$ cat config.mk
export PLATFORM = sky130hd
export DESIGN_NAME = conv_sequencer_flat
export DESIGN_NICKNAME = d
export VERILOG_FILES = /design/src/rtl/conv_pkg.sv /design/src/rtl/conv_sequencer_if.sv /design/src/rtl/conv_watchdog.sv /design/src/rtl/conv_sequencer.sv /design/src/flat_wrapper.sv
export SDC_FILE = /design/constraint.sdc
export NUM_CORES = 1
export LEC_CHECK = 0
export ABC_AREA = 0
export BUFFER_PORTS_ARGS = -buffer_cell sky130_fd_sc_hd__buf_2
export CAP_MARGIN = 25
export CORE_MARGIN = 3
export CORE_UTILIZATION = 51
export DETAILED_ROUTE_END_ITERATION = 10
export GPL_ROUTABILITY_DRIVEN = 0
export PLACE_DENSITY = 0.86
export SYNTH_ARGS = -nofsm -noshare
export SYNTH_HDL_FRONTEND = slang
export SYNTH_SLANG_ARGS = --single-unit
$ cat constraint.sdc
create_clock -name i_CLK -period 4 [get_ports i_CLK]
set_input_delay 0.4 -clock i_CLK [delete_from_list [all_inputs] [get_ports i_CLK]]
set_output_delay 0.4 -clock i_CLK [all_outputs]
set_load 0.03 [all_outputs]
$ cat src/rtl/conv_pkg.sv
// Shared constants for the convolution address FSM and command sequencer:
// command codes, sequencer state encodings, default widths and timeout margin.
package conv_pkg;

  localparam int NB_IMAGE_DEF   = 10;
  localparam int NB_DATA_DEF    = 8;
  localparam int TIMEOUT_MARGIN = 16;

  typedef logic [1:0] cmd_t;
  typedef logic [2:0] state_t;

  localparam cmd_t CMD_NOP  = 2'b00;
  localparam cmd_t CMD_LOAD = 2'b01;
  localparam cmd_t CMD_RUN  = 2'b10;
  localparam cmd_t CMD_READ = 2'b11;

  localparam state_t ST_IDLE      = 3'd0;
  localparam state_t ST_LOAD      = 3'd1;
  localparam state_t ST_RUN_START = 3'd2;
  localparam state_t ST_RUN_WAIT  = 3'd3;
  localparam state_t ST_READ      = 3'd4;
  localparam state_t ST_FINISH    = 3'd5;

  // RUN_WAIT cycles allowed before the watchdog gives up on i_EoP.
  function automatic int timeout_limit(input int nb_image);
    return (1 << nb_image) + TIMEOUT_MARGIN;
  endfunction

endpackage

$ cat src/rtl/conv_sequencer_if.sv
// Host/address-FSM bundle of the convolution sequencer; the sequencer takes
// the slave side, the host/address FSM side (or a bench) takes the master side.
interface conv_sequencer_if
  import conv_pkg::*;
#(
  parameter int NB_IMAGE = NB_IMAGE_DEF,
  parameter int NB_DATA  = NB_DATA_DEF
);
  cmd_t                i_cmd;
  logic                i_cmd_valid;
  logic [NB_IMAGE-1:0] i_imgLength;
  logic [NB_DATA-1:0]  i_data;
  logic                i_data_valid;
  logic                i_EoP;
  logic                i_changeBlock;

  logic                o_valid;
  logic                o_SoP;
  logic [NB_IMAGE-1:0] o_imgLength;
  logic [NB_DATA-1:0]  o_data;
  logic                o_rd_strobe;
  logic                o_busy;
  logic                o_done;
  logic                o_error;
  logic [NB_IMAGE-1:0] o_pixCount;

  modport master (
    output i_cmd, i_cmd_valid, i_imgLength, i_data, i_data_valid, i_EoP, i_changeBlock,
    input  o_valid, o_SoP, o_imgLength, o_data, o_rd_strobe, o_busy, o_done, o_error,
           o_pixCount
  );

  modport slave (
    input  i_cmd, i_cmd_valid, i_imgLength, i_data, i_data_valid, i_EoP, i_changeBlock,
    output o_valid, o_SoP, o_imgLength, o_data, o_rd_strobe, o_busy, o_done, o_error,
           o_pixCount
  );

endinterface

$ cat src/rtl/conv_watchdog.sv
// Cycle watchdog: counts while enabled, restarts when disabled or cleared,
// and flags expiry on the cycle the count reaches the terminal value.
module conv_watchdog #(
  parameter int W = 11
) (
  input  logic         i_CLK,
  input  logic         i_reset,
  input  logic         en_i,
  input  logic         clr_i,
  input  logic [W-1:0] tc_i,
  output logic         expired_o
);
  logic [W-1:0] cnt_q, cnt_d;

  always_comb begin
    cnt_d = cnt_q + W'(1);
    if (clr_i || !en_i) cnt_d = '0;
  end

  always_ff @(posedge i_CLK) begin
    if (i_reset) cnt_q <= '0;
    else         cnt_q <= cnt_d;
  end

  // cnt_q holds the number of enabled cycles already elapsed before this one.
  assign expired_o = en_i && (cnt_q == tc_i - W'(1));

endmodule

$ cat src/rtl/conv_sequencer.sv
// Command sequencer for the convolution engine (LOAD / RUN / READ).
// Define CONV_SEQ_TIMEOUT_EN to add a RUN_WAIT watchdog driving o_error.
module conv_sequencer
  import conv_pkg::*;
#(
  parameter int NB_IMAGE = NB_IMAGE_DEF,
  parameter int NB_DATA  = NB_DATA_DEF
) (
  input logic             i_CLK,
  input logic             i_reset,
  conv_sequencer_if.slave bus
);
  state_t              state_q, state_d;
  logic                valid_q, valid_d;
  logic                rd_strobe_q;
  logic [NB_DATA-1:0]  data_q, data_d;
  logic [NB_IMAGE-1:0] len_q, len_d;
  logic [NB_IMAGE-1:0] pix_q, pix_d;
  logic                accept;
  logic                timeout;

  assign accept = (state_q == ST_IDLE) && bus.i_cmd_valid && (bus.i_cmd != CMD_NOP);

  always_comb begin
    state_d = state_q;
    valid_d = 1'b0;
    data_d  = data_q;
    len_d   = len_q;
    pix_d   = pix_q;
    case (state_q)
      ST_IDLE: begin
        if (accept) begin
          len_d = bus.i_imgLength;
          pix_d = '0;
          case (bus.i_cmd)
            CMD_LOAD: state_d = ST_LOAD;
            CMD_RUN:  state_d = ST_RUN_START;
            default: begin
              // o_valid must already be high in the first READ cycle.
              state_d = ST_READ;
              valid_d = 1'b1;
            end
          endcase
        end
      end
      ST_LOAD: begin
        if (bus.i_data_valid) begin
          valid_d = 1'b1;
          data_d  = bus.i_data;
          pix_d   = pix_q + NB_IMAGE'(1);
        end
        if (bus.i_changeBlock) state_d = ST_FINISH;
      end
      ST_RUN_START: state_d = ST_RUN_WAIT;
      ST_RUN_WAIT: begin
        if (bus.i_EoP)    state_d = ST_FINISH;
        else if (timeout) state_d = ST_IDLE;
      end
      ST_READ: begin
        if (bus.i_changeBlock) state_d = ST_FINISH;
        else                   valid_d = 1'b1;
      end
      default: state_d = ST_IDLE;
    endcase
  end

  always_ff @(posedge i_CLK) begin
    if (i_reset) begin
      state_q     <= ST_IDLE;
      valid_q     <= 1'b0;
      rd_strobe_q <= 1'b0;
      data_q      <= '0;
      len_q       <= '0;
      pix_q       <= '0;
    end else begin
      state_q     <= state_d;
      valid_q     <= valid_d;
      rd_strobe_q <= valid_q;
      data_q      <= data_d;
      len_q       <= len_d;
      pix_q       <= pix_d;
    end
  end

`ifdef CONV_SEQ_TIMEOUT_EN
  localparam logic [NB_IMAGE:0] WD_TC = (NB_IMAGE + 1)'(timeout_limit(NB_IMAGE));

  logic wd_expired;
  logic error_q;

  conv_watchdog #(.W(NB_IMAGE + 1)) u_watchdog (
    .i_CLK     (i_CLK),
    .i_reset   (i_reset),
    .en_i      (state_q == ST_RUN_WAIT),
    .clr_i     (accept),
    .tc_i      (WD_TC),
    .expired_o (wd_expired)
  );

  assign timeout = wd_expired;

  // Sticky until the next accepted command; i_EoP on the expiry cycle wins.
  always_ff @(posedge i_CLK) begin
    if (i_reset || accept) error_q <= 1'b0;
    else if ((state_q == ST_RUN_WAIT) && !bus.i_EoP && wd_expired) error_q <= 1'b1;
  end

  assign bus.o_error = error_q;
`else
  assign timeout     = 1'b0;
  assign bus.o_error = 1'b0;
`endif

  assign bus.o_valid     = valid_q;
  assign bus.o_data      = data_q;
  assign bus.o_imgLength = len_q;
  assign bus.o_pixCount  = pix_q;
  assign bus.o_rd_strobe = rd_strobe_q;
  assign bus.o_SoP       = (state_q == ST_RUN_START);
  assign bus.o_busy      = (state_q != ST_IDLE);
  assign bus.o_done      = (state_q == ST_FINISH);

endmodule

$ cat src/flat_wrapper.sv
// flat-port wrapper written by rule: the top's interface ports become plain ports
module conv_sequencer_flat import conv_pkg::*;
#(
  parameter int NB_IMAGE = NB_IMAGE_DEF,
  parameter int NB_DATA  = NB_DATA_DEF
)
  (i_CLK, i_reset, bus_i_cmd, bus_i_cmd_valid, bus_i_imgLength, bus_i_data, bus_i_data_valid, bus_i_EoP, bus_i_changeBlock, bus_o_valid, bus_o_SoP, bus_o_imgLength, bus_o_data, bus_o_rd_strobe, bus_o_busy, bus_o_done, bus_o_error, bus_o_pixCount);
  conv_sequencer_if #(.NB_IMAGE(NB_IMAGE), .NB_DATA(NB_DATA)) bus_i ();
  input logic i_CLK;
  input logic i_reset;
  input wire logic [$bits(bus_i.i_cmd)-1:0] bus_i_cmd;
  input wire logic [$bits(bus_i.i_cmd_valid)-1:0] bus_i_cmd_valid;
  input wire logic [$bits(bus_i.i_imgLength)-1:0] bus_i_imgLength;
  input wire logic [$bits(bus_i.i_data)-1:0] bus_i_data;
  input wire logic [$bits(bus_i.i_data_valid)-1:0] bus_i_data_valid;
  input wire logic [$bits(bus_i.i_EoP)-1:0] bus_i_EoP;
  input wire logic [$bits(bus_i.i_changeBlock)-1:0] bus_i_changeBlock;
  output wire logic [$bits(bus_i.o_valid)-1:0] bus_o_valid;
  output wire logic [$bits(bus_i.o_SoP)-1:0] bus_o_SoP;
  output wire logic [$bits(bus_i.o_imgLength)-1:0] bus_o_imgLength;
  output wire logic [$bits(bus_i.o_data)-1:0] bus_o_data;
  output wire logic [$bits(bus_i.o_rd_strobe)-1:0] bus_o_rd_strobe;
  output wire logic [$bits(bus_i.o_busy)-1:0] bus_o_busy;
  output wire logic [$bits(bus_i.o_done)-1:0] bus_o_done;
  output wire logic [$bits(bus_i.o_error)-1:0] bus_o_error;
  output wire logic [$bits(bus_i.o_pixCount)-1:0] bus_o_pixCount;
  assign bus_i.i_cmd = bus_i_cmd;
  assign bus_i.i_cmd_valid = bus_i_cmd_valid;
  assign bus_i.i_imgLength = bus_i_imgLength;
  assign bus_i.i_data = bus_i_data;
  assign bus_i.i_data_valid = bus_i_data_valid;
  assign bus_i.i_EoP = bus_i_EoP;
  assign bus_i.i_changeBlock = bus_i_changeBlock;
  assign bus_o_valid = bus_i.o_valid;
  assign bus_o_SoP = bus_i.o_SoP;
  assign bus_o_imgLength = bus_i.o_imgLength;
  assign bus_o_data = bus_i.o_data;
  assign bus_o_rd_strobe = bus_i.o_rd_strobe;
  assign bus_o_busy = bus_i.o_busy;
  assign bus_o_done = bus_i.o_done;
  assign bus_o_error = bus_i.o_error;
  assign bus_o_pixCount = bus_i.o_pixCount;
  conv_sequencer #(.NB_IMAGE(NB_IMAGE), .NB_DATA(NB_DATA)) u_core (.i_CLK(i_CLK), .i_reset(i_reset), .bus(bus_i));
endmodule
== Yosys cells after proc, flatten, opt, wreduce, memory -nomap -nowiden ==
Index checks and enable logic that the tools add are counted.
Word-level totals
  bits in registers: 33
  input bits: 26
  output and inout bits: 34
  word-level logic and storage cells: 43
Operators by class
  $add $sub $neg: 1
  eq/ne operators: 11
  multiplexer cells: 13
  reduce and logical (&&, ||, !) cells: 12
Operators by type and width (count)
  $mux W10: 2
  $pmux W10 S2: 1
  $pmux W3 S4: 1
  $add A10 B1 Y10 const B: 1
  $mux W3: 3
  $eq A3 B2 Y1 const B: 2
  $eq A3 B3 Y1 const B: 2
  $pmux W3 S2: 1
  $reduce_and A3 Y1: 2
  $mux W1: 4
  $ne A2 B1 Y1 const B: 2
  $ne A2 B2 Y1 const B: 2
  $reduce_and A2 Y1: 2
  $reduce_bool A2 Y1: 2
  $reduce_or A2 Y1: 2
  $eq A3 B1 Y1 const B: 1
  $logic_not A3 Y1: 1
  $pmux W1 S3: 1
  $reduce_bool A3 Y1: 1
  $eq A2 B1 Y1 const B: 1
  $eq A2 B2 Y1 const B: 1
  $logic_and A1 B1 Y1: 2

== Longest topological paths before layout ==
Gate-level depths: netlist of the first run.
  depth in word-level cells: 5
  mapped depth: 7
  mapped depth without buffers: 6

== Least setup slack after synthesis of the first run ==
OpenSTA, ideal clock, no wires.
  kind: input to register
  from: in bus_i_cmd[0]
  to: reg u_core.pix_q[9] (netlist: u_core.bus.o_pixCount[9])
  library setup time: 0.070 ns
  arrival: 1.812 ns
  data required time: 3.930 ns
  setup slack: 2.118 ns
  stages on the path: 6
  buffers on the path: 0
  cells stage by stage: inv_1 > ha_1 > nor3b_2 > o2111ai_4 > or4_1 > a21oi_1
Between the ends
  word-level cells in the longest chain between the ends: 4
Ends and longest elaborated chain
  from (decl): line flat_wrapper.sv:11  | input wire logic [$bits(bus_i.i_cmd)-1:0] bus_i_cmd;
  $reduce_bool A2 Y1: line conv_sequencer.sv:22  | assign accept = (state_q == ST_IDLE) && bus.i_cmd_valid && (bus.i_cmd != CMD_NOP);
  $logic_and A1 B1 Y1: line conv_sequencer.sv:22
  $ne A2 B1 Y1 (no line)
  $reduce_and A3 Y1 (no line)
  to (signal assigned): line conv_sequencer.sv:81  | pix_q <= pix_d;
  to (decl): line conv_sequencer.sv:18  | logic [NB_IMAGE-1:0] pix_q, pix_d;
Every way passes these cells.
A chain may end at the register's enable or synchronous reset.

== Worst setup path in the final report of the first run ==
  from: reg u_core.state_q[0]
  to: reg u_core.pix_q[9] (netlist: u_core.bus.o_pixCount[9])
Between the ends
  word-level cells in the longest chain between the ends: 5
  elaborated cells between the ends (all ways): 9
  those cells by class: eq/ne: 3; mux: 1; reduce/logical: 5
Ends and longest elaborated chain
  from (decl): line conv_sequencer.sv:13  | state_t state_q, state_d;
  from (signal assigned): line conv_sequencer.sv:76  | state_q <= state_d;
  $logic_not A3 Y1: line conv_sequencer.sv:22, conv_sequencer.sv:30
  $logic_and A1 B1 Y1 (2 in a row): line conv_sequencer.sv:22
  $ne A2 B1 Y1 (no line)
  $reduce_and A3 Y1 (no line)
Several ways; a longest one is shown, not always the timed one.

==> results.py, run 1 <==
metrics = {
    "global_route": {
        "grt_pass1_wl_um": 4980,
        "grt_usage": 0.183,
        "grt_max_degree": 28,
        "antenna_found_initial": 0,
        "grt-ovfl-total": 0,
        "grt_pass1_vias": 1162,
    },
    "yosys": {
        "synthCells": 182,
        "yosys_warnings": 0,
        "seq_area_frac_synth": 0.438,
        "synth_common_cells": "44 x nand2_1, 33 x dfxtp_1, 26 x a21oi_1",
        "synth_most_common_cell": "nand2_1",
        "async_flop_share": 0,
        "syn_area_per_cell_um2": 8.29,
        "synth_fp_nets": 212,
        "ys_ff_latch": 33,
        "ys_top_cells_by_area": "dfxtp_1 44%, nand2_1 11%, a21oi_1 8.6%",
        "syn_area_um2": 1510,
        "yosysUniqueCellTypes": 40,
        "yosysTopAreaCellShare": 0.438,
        "ys.flop_type": "dfxtp_1",
        "synth_top_area_cell": "dfxtp_1",
        "synth_enable_flop_cells": 0,
    },
    "clock_tree": {
        "cts_hold_buf": 0,
        "clock_latency_ps": 330,
        "cts_max_path_buffers": 2,
        "cts_tree": "built",
        "clkTransAtPathRegs_ps": 100,
        "cts_resized": 0,
        "cts.sinks": 33,
        "clock-root-buffer": "clkbuf_4",
        "post_cts_buffers": 0,
        "cts_made_buffers": 5,
        "ctsHtreeMaxLevel": 2,
    },
    "sta": {
        "worstMarginPinSlew_ps": 616,
        "whs_ps": 294,
        "worst_clock_skew_ps": 10.8,
        "layout_worst_path_cycle_share": 0.467,
        "relSlewSlack": 0.587,
        "hold_viol": 0,
        "rsz0062_at_grt": "no",
        "fin_tns_setup_ps": 0,
        "setup_viol": 0,
        "fmax_mhz": 535,
        "period_needed_ps": 1870,
        "final_max_slew_viol_count": 0,
    },
    "place": {
        "io_buffers": 58,
        "dp.final_hpwl_um": 2310,
        "placed_area_um2": 1780,
    },
    "critical_path": {
        "worst-setup-path-type": "reg2reg",
        "crit_required_ps": 4260,
        "cp_max_fo": 12,
        "r2r_slack_ps": 2130,
        "endpoint_kind": "flip-flop",
        "cp_data_arrival_time_ps": 2130,
        "r2r-end": "u_core.bus.o_pixCount[9]",
        "reg2reg_depth": 4,
        "worstSetupStartpointType": "flip-flop",
        "r2r-start": "u_core.state_q[0]",
    },
    "floorplan": {
        "die_area_um2": 3650,
        "rows": 19,
        "die_w_um": 60.4,
        "core_um2": 2780,
        "initial_core_util": 0.543,
        "ios": 60,
        "fp.dieH_um": 60.4,
    },
    "power_and_ir_drop": {
        "p_seq_frac": 0.440,
        "combPwrFrac": 0.197,
        "ir_worst_vdd_v": 0.000510,
        "p_leak_uw": 0.000854,
        "switching_share": 0.287,
        "p_clk_frac": 0.363,
        "p_int_uw": 600,
        "p_sw_uw": 241,
        "powerDensity_nw_per_um2": 446,
    },
    "min_path": {
        "hold_path_end": "u_core.bus.o_imgLength[2]",
        "hold_depth": 3,
        "worstHoldStart": "bus_i_imgLength[2]",
        "hold_path.class": "in2reg",
    },
    "routing": {
        "antenna_left": 0,
        "drt_wl_total_um": 3250,
        "firstDrtPassIters": 4,
        "wire_per_inst_um": 12.0,
        "via_per_inst": 5.32,
        "first_iter_violations": 54,
        "drc": 0,
        "vias": 1436,
    },
    "run": {
        "cap_violations": 0,
    },
    "cells_and_area": {
        "layout.cell_area.non_filler_um2": 1890,
        "fin_util": 0.678,
        "final_layout_size_suffix_gt1_frac": 0.318,
        "n_antenna_cell": 0,
        "syn2layout_area_growth_pct": 25.0,
        "fin_nets": 268,
    },
    "status": {
        "status": "finished clean",
    },
}
[per-stage QoR]
step / std cells / total power, µW / setup slack, ps
floorplan: 182 / 501 / 2120
global placement: 262 / 541 / 1930
detailed placement: 262 / 543 / 1900
CTS: 270 / 847 / 2150
global route: 270 / 882 / 2020
finish: 270 / 841 / 2130
[layout by cell type (no fill, tap or decap), types with 2 or more instances in the layout]
cell type / n
nor3_1: 2
a21oi_1: 26
dfxtp_1: 33
a31oi_1: 2
o21ai_0: 4
or4_1: 5
o31ai_1: 4
nand2_1: 44
o211ai_1: 2
buf_2: 58
clkbuf_4: 5
xor2_1: 2
ha_1: 4
nor2_1: 11
nand3b_1: 2
nand3_1: 2
and3_1: 3
nor2b_1: 3
inv_1: 4
and2_1: 2
bufinv_16: 2
[power by group through the flow]
stage / Clock, µW / Sequential [µW] / Combinational [µW]
6_report: 305 / 370 / 166
5_1_grt: 327 / 374 / 181
4_1_cts: 310 / 370 / 167
3_5_place_dp: 0 / 377 / 166
3_3_place_gp: 0 / 377 / 165
2_1_floorplan: 0 / 399 / 102
[worst max-delay path: stages, from the launching register on]
cell and delay (ps):
dfxtp_1 450, nor3b_2 450, o2111ai_4 220, or4_1 540, a21oi_1 140
[state kept, by name, summed over array words and instances (netlist names)]
register,flops
u_core.bus.o_pixCount,10
u_core.state_q,3
u_core.bus.o_rd_strobe,1
u_core.bus.o_valid,1
u_core.bus.o_imgLength,10
u_core.bus.o_data,8
[worst max-delay path by stage]
stage | start | end | slack (ps) | cells after the start
5_1_grt | u_core.state_q[0] | u_core.bus.o_pixCount[9] | 2020 | 4
6_report | u_core.state_q[0] | u_core.bus.o_pixCount[9] | 2130 | 4
4_1_cts | u_core.state_q[0] | u_core.bus.o_pixCount[9] | 2150 | 4
3_3_place_gp | bus_i_cmd[0] | u_core.bus.o_pixCount[9] | 1930 | 7
3_5_place_dp | bus_i_cmd[0] | u_core.bus.o_pixCount[9] | 1900 | 7
2_1_floorplan | bus_i_cmd[0] | u_core.bus.o_pixCount[9] | 2120 | 6
[final cells by class]
cell class | count | area, µm²
clock buffers | 5 | 37.5
clock inverters | 3 | 65.1
fillers | 257 | 895
inverters | 4 | 15.0
multi-input cells | 136 | 779
flip-flops and latches | 33 | 661
well taps | 31 | 38.8
repair buffers | 58 | 290
[routing by layer]
layer,up-vias,part of all wire,GRT usage
met5,-,0,0
met4,0,0.0037,0.0601
met3,2,0.062,0.0617
met2,35,0.49,0.304
met1,660,0.44,0.221
li1,739,-,-
[cells by family (layout without fill, tap and decap cells)]
group                    Yosys count  count (layout)  share of synthesized area
AND/OR/NAND/NOR                   83              83                      0.272
AO/OA/AOI/OAI                     44              44                      0.183
flip-flops                        33              33                      0.438
buffers and inverters             13              70                     0.0456
adder cells (fa/ha/maj)            4               4                     0.0332
XOR/XNOR                           2               2                     0.0116
multiplexers                       2               2                     0.0141
other                              1               1                    0.00249
No activity file was read; power rests on OpenSTA's default activity.
==> inputs of run 2 (changes only) <==
CORE_UTILIZATION = 43   (was 51)
PLACE_DENSITY = 0.78   (was 0.86)
clock period = 1.6 ns   (was 4 ns; I/O delays follow)
==> run 2 against run 1 <==
  * Register-to-register slack lost 2100 ps
  * Via count grew 5.5%
  * Sequential share of layout area shrank 1.9 points
  * Maximum frequency grew 18%
  * Critical path depth is the same
  * Sequential power grew 140%
  * Power grew 120%
  * Largest power group unchanged
==> results.py, run 2 (synthesis gave the netlist of run 1 again) <==
metrics = {
    "cells_and_area": {
        "syn2layout_area_growth_pct": 32.6,
        "n_antenna_cell": 0,
        "final_layout_size_suffix_gt1_frac": 0.380,
        "fin_nets": 284,
        "final_common_cell": "buf_2",
        "final_cell_mix": "58 x buf_2, 44 x nand2_1, 32 x dfxtp_1",
    },
    "global_route": {
        "grt_pass1_vias": 1345,
        "grt_usage": 0.181,
        "grt_max_degree": 18,
        "antenna_found_initial": 0,
        "grt-ovfl-total": 0,
        "grt_pass1_wl_um": 6030,
    },
    "floorplan": {
        "ios": 60,
        "rows": 20,
        "die_area_um2": 4260,
        "die_w_um": 65.2,
        "initial_core_util": 0.471,
        "fp.dieH_um": 65.2,
        "core_um2": 3200,
    },
    "clock_tree": {
        "cts_max_path_buffers": 2,
        "clkTransAtPathRegs_ps": 100,
        "clock_latency_ps": 330,
        "ctsHtreeMaxLevel": 2,
        "cts.sinks": 33,
        "clock-root-buffer": "clkbuf_4",
        "cts_hold_buf": 0,
        "cts_made_buffers": 5,
        "cts_tree": "built",
    },
    "routing": {
        "top_layer": "met4",
        "wl_met1_um": 1600,
        "wl_met3_um": 311,
        "wire_per_inst_um": 12.0,
        "first_iter_violations": 69,
        "antenna_left": 0,
        "via_per_inst": 5.07,
        "firstDrtPassIters": 4,
        "wl_met2_um": 1650,
        "drt_wl_total_um": 3600,
        "vias": 1515,
        "drc": 0,
    },
    "critical_path": {
        "cp_data_arrival_time_ps": 1860,
        "r2r_slack_ps": 20,
        "cp_max_fo": 10,
        "worstSetupStartpointType": "flip-flop",
        "crit_required_ps": 1870,
        "worst-setup-path-type": "reg2reg",
        "endpoint_kind": "flip-flop",
    },
    "sta": {
        "hold_viol": 0,
        "whs_ps": 57.0,
        "rsz0062_at_grt": "yes",
        "period_needed_ps": 1580,
        "fin_tns_setup_ps": 0,
        "setup_viol": 0,
        "worst_clock_skew_ps": 4.93,
        "fmax_mhz": 631,
        "final_max_slew_viol_count": 0,
        "layout_worst_path_cycle_share": 0.990,
    },
    "power_and_ir_drop": {
        "p_leak_uw": 0.000915,
        "total_power_uw": 1860,
        "powerDensity_nw_per_um2": 928,
        "ir_worst_vdd_v": 0.000660,
    },
    "place": {
        "dp.final_hpwl_um": 2620,
        "io_buffers": 58,
    },
    "run": {
        "cap_violations": 0,
    },
    "status": {
        "status": "finished clean",
    },
    "min_path": {
        "hold_path.class": "in2reg",
    },
}
[run 2: worst paths after layout]
| kind | startpoint | endpoint | cells past startpoint |
|---|---|---|---|
| worst min register to register | u_core.bus.o_data[4] | u_core.bus.o_data[4] | 2 |
| worst max register to register | u_core.state_q[0] | u_core.bus.o_pixCount[7] | 4 |
| worst min-delay path | bus_i_data[2] | u_core.bus.o_data[2] | 3 |
| worst max-delay path | u_core.state_q[0] | u_core.bus.o_pixCount[7] | 4 |
[run 2: stage by stage]
| step | worst slack [ps] | area, µm² | util | cells |
|---|---|---|---|---|
| after detailed placement | -162 | 1910 | 0.598 | 289 |
| after floorplan | 2.23 | 1520 | - | 182 |
| after global placement | -75.7 | 1910 | 0.598 | 289 |
| final | 16.1 | 2000 | 0.625 | 299 |
| after global routing | -41.3 | 2000 | 0.625 | 299 |
| after CTS | 25.4 | 1970 | 0.616 | 298 |
[run 2: worst max-delay path, stage by stage (launching register included)]
cell and delay (ps):
dfxtp_2 360, nor3b_4 270, o2111ai_4 210, or4_4 530, a21oi_2 150
[run 2: routing by layer]
metal | track usage | vias up
li1 | - | 769
met1 | 0.226 | 680
met2 | 0.283 | 61
met3 | 0.0769 | 5
met4 | 0.0544 | 0
met5 | 0 | -
[run 2: where the power goes]
| group | internal (µW) | total, µW | switching (µW) |
|---|---|---|---|
| Clock | 167 | 445 | 278 |
| Combinational | 196 | 509 | 312 |
| Sequential | 872 | 904 | 32.0 |
[run 2: area by class of cell]
| cell class | instances | area (µm²) |
|---|---|---|
| fill | 309 | 1200 |
| multi-input combinational | 136 | 807 |
| sequential | 33 | 662 |
| timing repair buffer | 74 | 410 |
| tap | 44 | 55.1 |
| clock buffer | 6 | 41.3 |
| inverter | 4 | 15.0 |
| clock inverter | 2 | 10.0 |
[run 2: timing repair]
item / 4_1_cts / 5_1_grt
hold endpoints to repair: 0 / 0
gates resized for setup: 1 / 5
endpoints found under the setup margin: 2 / 15
pin swaps: 2 / 0
buffers inserted: 1 / 1
==> inputs of run 3 (changes only) <==
BUFFER_PORTS_ARGS = unset   (was -buffer_cell sky130_fd_sc_hd__buf_2)
CORE_UTILIZATION = 55   (was 43)
DONT_BUFFER_PORTS = 1   (was unset)
PLACE_DENSITY = 0.76   (was 0.78)
==> run 3 against run 2 <==
  * Via count fell by 3.1%
  * First-iteration DRC count down 25%
  * Sequential power rose by 9.1%
  * Non-clock buffer count down 30
  * Largest power group unchanged
  * Highest routed layer unchanged
==> results.py, run 3 (synthesis gave the netlist of run 1 again) <==
metrics = {
    "status": {
        "status": "finished clean",
    },
    "global_route": {
        "grt_use_met3": 0.0921,
        "antenna_found_initial": 0,
        "use_met1": 0.244,
        "grt-ovfl-total": 0,
        "met2_usage": 0.424,
        "grt-busiest-layer": "met2",
        "grt_pass1_wl_um": 6100,
        "grt_max_degree": 26,
        "grt_pass1_vias": 1398,
        "grt_usage": 0.233,
    },
    "cells_and_area": {
        "final_common_cell": "nand2_1",
        "n_antenna_cell": 0,
        "num-fill-cells": 178,
        "layout.cell_area.non_filler_um2": 1950,
        "final_cell_mix": "44 x nand2_1, 31 x dfxtp_1, 26 x a21oi_1",
        "multiInputGateArea_um2": 807,
        "syn2layout_area_growth_pct": 29.4,
        "final_cells": 255,
        "fin_nets": 254,
        "ff_latch_area_um2": 663,
        "final_layout_size_suffix_gt1_frac": 0.200,
    },
    "routing": {
        "drt_wl_total_um": 3870,
        "via_per_inst": 5.76,
        "vias": 1468,
        "first_iter_violations": 52,
        "wire_per_inst_um": 15.2,
        "firstDrtPassIters": 4,
        "drc": 0,
        "antenna_left": 0,
    },
    "place": {
        "dp_cells": 225,
        "io_buffers": 0,
        "place_ws_ps": -74.5,
        "dp.final_hpwl_um": 2490,
        "placed_area_um2": 1670,
    },
    "sta": {
        "fin_ws_ps": 62.3,
        "hold_viol": 0,
        "rsz0062_at_grt": "yes",
        "final_max_slew_viol_count": 0,
        "period_needed_ps": 1540,
        "layout_worst_path_cycle_share": 0.961,
        "fin_tns_setup_ps": 0,
        "setup_viol": 0,
        "fmax_mhz": 650,
        "worst_clock_skew_ps": 7.27,
        "worstMarginPinSlew_ps": 895,
        "relSlewSlack": 0.401,
    },
    "critical_path": {
        "cpPeakStageDelay_ps": 500,
        "endpoint_kind": "flip-flop",
        "path_buf_inv": 0,
        "crit_chain": "nor3b_4, o2111ai_4, or4_1, a21oi_1",
        "cp_top_family": "simple AND/OR/NAND/NOR gates",
        "worstSetupStartpointType": "flip-flop",
        "cp_max_fo": 8,
        "crit_required_ps": 1880,
        "slowest_stage": "or4_1",
        "worst-setup-path-type": "reg2reg",
        "cp_data_arrival_time_ps": 1810,
    },
    "min_path": {
        "hold_path.class": "in2reg",
    },
    "floorplan": {
        "die_w_um": 58.4,
        "initial_core_util": 0.593,
        "ios": 60,
        "fp.dieH_um": 58.4,
        "core_um2": 2540,
        "die_area_um2": 3410,
        "rows": 18,
    },
    "clock_tree": {
        "clock_latency_ps": 330,
        "clkTransAtPathRegs_ps": 100,
        "cts_max_path_buffers": 2,
        "ctsHtreeMaxLevel": 2,
        "clock-root-buffer": "clkbuf_4",
        "cts_tree": "built",
        "cts_made_buffers": 5,
        "cts.sinks": 33,
    },
    "power_and_ir_drop": {
        "p_leak_uw": 0.000763,
        "powerDensity_nw_per_um2": 935,
        "ir_worst_vdd_v": 0.000913,
    },
    "run": {
        "cap_violations": 0,
    },
}
-- run 3: changes by cell type in the layout (fill, tap and decap cells not counted), sizes merged --
| cell | before | now |
|---|---|---|
| clkinv | 2 | 0 |
| buf | 74 | 24 |
| clkbuf | 6 | 8 |
| dlygate4sd3 | 0 | 20 |
-- run 3: power breakdown --
group	switching (µW)	internal, µW
combinational	218	173
sequential	113	872
clock	273	175
total	604	1220
-- run 3: layer usage --
layer | wire (µm) | share of wire
met5 | 0 | 0
met4 | 40 | 0.010
met3 | 350 | 0.090
met2 | 1990 | 0.52
met1 | 1480 | 0.38
-- run 3: layout make-up --
| cell class | count | area share |
|---|---|---|
| multi-input cells | 136 | 0.413 |
| flip-flops and latches | 33 | 0.340 |
| repair buffers | 44 | 0.195 |
| clock buffers | 8 | 0.0250 |
| well taps | 30 | 0.0192 |
| inverters | 4 | 0.00769 |
-- run 3: per-stage QoR --
step	util	hold slack, ps	total power [µW]
floorplan	-	293	1260
global placement	0.655	232	1310
detailed placement	0.655	234	1330
CTS	0.756	34.9	1810
global route	0.767	42.6	1910
finish	0.767	40.8	1820
-- run 3: path summary, 6_finish.rpt --
path,start,end,slack (ps),depth (start not counted)
worst min-delay path,i_reset,u_core.bus.o_valid,40,2
worst max register to register,u_core.state_q[0],u_core.bus.o_pixCount[7],60,4
worst max-delay path,u_core.state_q[0],u_core.bus.o_pixCount[7],60,4
worst min register to register,u_core.bus.o_pixCount[8],u_core.bus.o_pixCount[8],520,2
-- run 3: what timing repair did --
action / CTS / global route
setup endpoints to repair: 5 / 16
pin swaps: 2 / 2
endpoints found under the hold margin: 25 / 0
buffers inserted: 1 / 1
hold buffers: 20 / 0
resized for setup: 0 / 7
